File: src/rtl/pipe_stall_ctrl.sv
// pipe_stall_ctrl: central stall controller for the 5-stage MIPS pipeline.
//
// Detects load-use hazards that EX/MEM forwarding cannot cover. Sequences
// multi-cycle EX operations with a down-counter. Drives the per-stage hold
// vector for pc_reg, if_id, id_ex, ex_mem and mem_wb.
//
// Ports:
//   clk, rst          core clock; synchronous active-high reset
//   id_reg*_read_i    decode reads source operand 1/2
//   id_reg*_addr_i    decode source register addresses
//   ex_wreg_i         EX instruction writes a register
//   ex_wd_i           EX destination register
//   ex_is_load_i      EX instruction is a load
//   ex_mc_start_i     EX begins a multi-cycle op this cycle
//   ex_mc_len_i       total EX cycles of that op, including the start cycle
//   flush_i           exception/redirect flush, aborts any sequence
//   stall_o           {WB,MEM,EX,ID,IF,PC} hold bits
//   mc_last_o         final cycle of a multi-cycle op
//   busy_o            multi-cycle op in progress (MC_RUN)
//   mc_cnt_o          counter value, for debug
//   stall_cycles_o    cycles with stall_o[0] set, saturating
//                     (present only when STALL_PERF_CNT_EN is defined)
//
// Optional feature macro: STALL_PERF_CNT_EN.
module pipe_stall_ctrl #(
  parameter int unsigned CNT_W = 6
) (
  input  logic             clk,
  input  logic             rst,
  input  logic             id_reg1_read_i,
  input  logic [4:0]       id_reg1_addr_i,
  input  logic             id_reg2_read_i,
  input  logic [4:0]       id_reg2_addr_i,
  input  logic             ex_wreg_i,
  input  logic [4:0]       ex_wd_i,
  input  logic             ex_is_load_i,
  input  logic             ex_mc_start_i,
  input  logic [CNT_W-1:0] ex_mc_len_i,
  input  logic             flush_i,
  output logic [5:0]       stall_o,
  output logic             mc_last_o,
  output logic             busy_o,
  output logic [CNT_W-1:0] mc_cnt_o
`ifdef STALL_PERF_CNT_EN
  ,
  output logic [31:0]      stall_cycles_o
`endif
);

  localparam logic [5:0] StallLoadUse = 6'b000111;
  localparam logic [5:0] StallMc      = 6'b001111;

  typedef enum logic [0:0] {StIdle, StMcRun} state_e;

  state_e           state_q, state_d;
  logic [CNT_W-1:0] cnt_q, cnt_d;
  logic             load_use;
  logic             mc_long;

  // $0 is hardwired to zero, so it never carries a real dependency.
  assign load_use = ex_wreg_i && ex_is_load_i && (ex_wd_i != 5'd0) &&
                    ((id_reg1_read_i && (id_reg1_addr_i == ex_wd_i)) ||
                     (id_reg2_read_i && (id_reg2_addr_i == ex_wd_i)));

  assign mc_long = ex_mc_len_i >= CNT_W'(2);

  always_ff @(posedge clk) begin
    if (rst) begin
      state_q <= StIdle;
      cnt_q   <= '0;
    end else begin
      state_q <= state_d;
      cnt_q   <= cnt_d;
    end
  end

  always_comb begin
    state_d = state_q;
    cnt_d   = cnt_q;
    if (flush_i) begin
      state_d = StIdle;
      cnt_d   = '0;
    end else begin
      unique case (state_q)
        StIdle: begin
          if (ex_mc_start_i && mc_long) begin
            state_d = StMcRun;
            cnt_d   = ex_mc_len_i - CNT_W'(1);
          end
        end
        StMcRun: begin
          if (cnt_q > CNT_W'(1)) begin
            cnt_d = cnt_q - CNT_W'(1);
          end else begin
            state_d = StIdle;
            cnt_d   = '0;
          end
        end
        default: begin
          state_d = StIdle;
          cnt_d   = '0;
        end
      endcase
    end
  end

  // Reset gates the outputs so they read zero even before the first edge.
  always_comb begin
    stall_o   = '0;
    mc_last_o = 1'b0;
    busy_o    = 1'b0;
    mc_cnt_o  = '0;
    if (!rst) begin
      busy_o   = (state_q == StMcRun);
      mc_cnt_o = cnt_q;
      if (!flush_i) begin
        unique case (state_q)
          StIdle: begin
            // A start takes priority over load-use; a 0/1-cycle op finishes at once.
            if (ex_mc_start_i) begin
              if (mc_long) stall_o = StallMc;
              else         mc_last_o = 1'b1;
            end else if (load_use) begin
              stall_o = StallLoadUse;
            end
          end
          StMcRun: begin
            if (cnt_q > CNT_W'(1)) stall_o = StallMc;
            else                   mc_last_o = 1'b1;
          end
          default: ;
        endcase
      end
    end
  end

`ifdef STALL_PERF_CNT_EN
  logic [31:0] stall_cycles_q;

  always_ff @(posedge clk) begin
    if (rst) begin
      stall_cycles_q <= '0;
    end else if (stall_o[0] && (stall_cycles_q != 32'hFFFF_FFFF)) begin
      stall_cycles_q <= stall_cycles_q + 32'd1;
    end
  end

  assign stall_cycles_o = stall_cycles_q;
`endif

endmodule
File: config.mk
export PLATFORM = sky130hd
export DESIGN_NAME = pipe_stall_ctrl
export DESIGN_NICKNAME = d
export VERILOG_FILES = /design/src/rtl/pipe_stall_ctrl.sv
export SDC_FILE = /design/constraint.sdc
export NUM_CORES = 1
export LEC_CHECK = 0
export CORE_MARGIN = 10
export CORE_UTILIZATION = 41
export CTS_BUF_LIST = sky130_fd_sc_hd__clkbuf_4
export CTS_CLUSTER_SIZE = 20
export DETAILED_ROUTE_END_ITERATION = 7
export GPL_TIMING_DRIVEN = 0
export HOLD_SLACK_MARGIN = 0.05
export MAX_ROUTING_LAYER = met4
export PLACE_DENSITY = 0.92
export SYNTH_ARGS = -nofsm -noshare
export SYNTH_HDL_FRONTEND = slang
export SYNTH_SLANG_ARGS = --single-unit
File: constraint.sdc
create_clock -name clk -period 2.5 [get_ports clk]
set_input_delay 0.375 -clock clk [delete_from_list [all_inputs] [get_ports clk]]
set_output_delay 0.375 -clock clk [all_outputs]
set_load 0.03 [all_outputs]
==> flow_summary.yaml <==
clock_network:
  clk_pin_slew_ns: 0.06
  clk_latency_ns: 0.27
  hold_buffers: 0
  htree_levels: 1
  root_buffer: "clkbuf_4"
  clock_path_buffers: 2
  cts_tree: "yes"
  numCtsBuffers: 3
  numClockSinks: 7
min_path:
  hold_class: "input pin to flip-flop"
synth:
  async_flop_share_pct: 0
  syn-cell-area_um2: 847
  synth_cell_types: 38
  synthFlopType: "dfxtp_1"
  synthTopCellsByCount: "xnor2_1 (12), nor2_1 (9), dfxtp_1 (7)"
  synth_top_area_cell: "dfxtp_1"
  yosys.area.top_type_share_pct: 16.5
  seq_area_frac_synth_pct: 16.5
  syn_area_per_cell_um2: 7.92
  synth_warnings: 0
  ys_top_cells_by_area: "dfxtp_1 (17%), xnor2_1 (12%), ha_1 (5.9%)"
  synth-edff-count: 0
  synth-seq-cells: 7
  netlist_instances: 107
  synth.most_common_cell: "xnor2_1"
global_route:
  grt_max_degree: 11
  first_global_vias: 987
  antenna_found_initial: 0
  grt-ovfl-total: 0
  grt_pass1_wl_mm: 4.59
  grt_use_total_pct: 14.1
floorplan:
  core_um2: 1960
  rows: 16
  die-area_um2: 4280
  num_io_pins: 43
  start_util_pct: 43.2
  dieWidth_um: 65.5
  die_h_um: 65.5
critical_path:
  cp.arrival_ns: 2.02
  crit_path_max_fanout: 10
  startpoint_type: "input pin"
  cp.required_ns: 2.12
  max_stage_delay_ns: 0.47
  crit_path_end_kind: "output pin"
  cp_cell_sequence: "clkdlybuf4s50_1, nor2_1, a21boi_2, buf_6, o21a_1, a31o_1, buf_4, clkbuf_4"
  critical-path-slowest-cell: "clkdlybuf4s50_1"
  criticalPathCategory: "input pin to output pin"
power_and_ir_drop:
  ir_drop_v: 0.000245
  p_per_area_nw_per_um2: 340
  total_power_w: 0.000449
  leakagePower_nw: 0.516
placement:
  place_congestion: 0.857
  placed_area_um2: 1280
  dpl.hpwl_mm: 2.36
  io_buffers: 40
layout:
  synthToLayoutAreaGrowth_pct: 56.0
  antenna_cells: 0
  nFillCells: 204
  multi_input_area_um2: 667
  nets: 187
  final_cell_area_um2: 1320
  seq_area_um2: 141
  drive_above_1_share_pct: 15.7
sta:
  hold_viol_final: 0
  drv_slew: 0
  setup_viol: 0
  fmax_mhz: 418
  skew_ns: 0.000880
  period_needed_ns: 2.39
  rsz0062_at_grt: "false"
  post-route-period-util_pct: 95.7
route:
  drtAntennaViolNets: 0
  drtIter0Drc: 35
  drc: 0
  routedWlPerCell_um: 15.6
  drt-total-wl_mm: 2.81
  vias: 969
  drt-pass1-iter-count: 4
  via_per_inst: 5.38
job:
  maxCapViolCount: 0
run_status:
  status: "finished, final reports clean"
==> registers in the layout, indices dropped and copies added (netlist names) <==
register  cells
state_q       1
cnt_q         6
==> worst max-delay path, delay by kind of cell <==
| kind | cells | cell delay, ns |
|---|---|---|
| buffers and inverters | 4 | 0.92 |
| AOI/OAI and AO/OA | 3 | 0.48 |
| and+or+nand+nor | 1 | 0.22 |
==> metal layers <==
layer | vias to the layer above | global-route usage [%] | part of all wire, %
met5 | - | - | 0
met4 | 0 | 5.61 | 1.5
met3 | 4 | 5.93 | 8.5
met2 | 46 | 24.9 | 52
met1 | 442 | 13.4 | 38
li1 | 477 | - | -
==> layout by cell type, fill, tap and decap left out, types with 3 or more instances in the layout <==
cell type        count
nor2b_1              5
clkbuf_4             5
o22a_1               5
buf_4                5
dlygate4sd2_1        4
nor3_1               4
nor2_1               9
clkdlybuf4s50_1     30
a21oi_1              4
o21ai_1              3
dfxtp_1              6
o22ai_1              3
clkbuf_2             4
xnor2_1             12
ha_1                 3
nor3b_1              3
nand2_1              5
inv_1                4
==> path summary, 6_finish.rpt <==
check | startpoint | to | slack, ns | depth (start not counted)
setup / recovery | ex_mc_len_i[2] | stall_o[2] | 0.11 | 8
hold / removal | ex_mc_len_i[0] | cnt_q[0] | 0.46 | 3
setup reg to reg | cnt_q[1] | cnt_q[3] | 0.69 | 6
hold reg to reg | cnt_q[4] | cnt_q[4] | 0.58 | 2
==> repair_timing <==
| action | CTS | global route |
|---|---|---|
| pin swaps | 1 | 3 |
| buffers inserted | 1 | 0 |
| endpoints found under the setup margin | 6 | 6 |
| resized for setup | 24 | 11 |
==> where the power goes <==
| group | switching, W | internal (W) |
|---|---|---|
| registers | 0.00000986 | 0.000118 |
| clock network | 0.0000516 | 0.0000724 |
| logic | 0.0000940 | 0.000104 |
==> area by class of cell <==
cell class | count | area share (%)
Timing Repair Buffer | 41 | 29.0
Clock buffer | 4 | 2.27
Tap cell | 27 | 2.56
Inverter | 4 | 1.14
Buffer | 7 | 3.88
Sequential cell | 7 | 10.7
Multi-Input combinational cell | 90 | 50.5
==> through the flow <==
step           setup WS, ns  setup TNS, ns  hold slack (ns)  utilization, %  std cells
3_3_place_gp         -0.735          -2.91            0.556            65.5        175
4_1_cts             0.00423              0            0.584            67.3        180
5_1_grt             0.00351              0            0.475            67.3        180
2_1_floorplan        0.0936              0            0.512               -        108
3_5_place_dp         -0.801          -3.17            0.574            65.5        175
6_report              0.108              0            0.460            67.3        180
==> logic make-up (layout without fill, tap and decap cells) <==
kind of cell	Yosys count	count (layout)	share of synthesized area, %
buf+inv	11	56	7.53
xor+xnor	13	13	13.4
compound gates	29	29	25.3
flops	7	7	16.5
other cells	1	2	0.443
simple gates	42	42	30.9
fa+ha+maj	4	4	5.91
(Power assumes the default switching activity.)
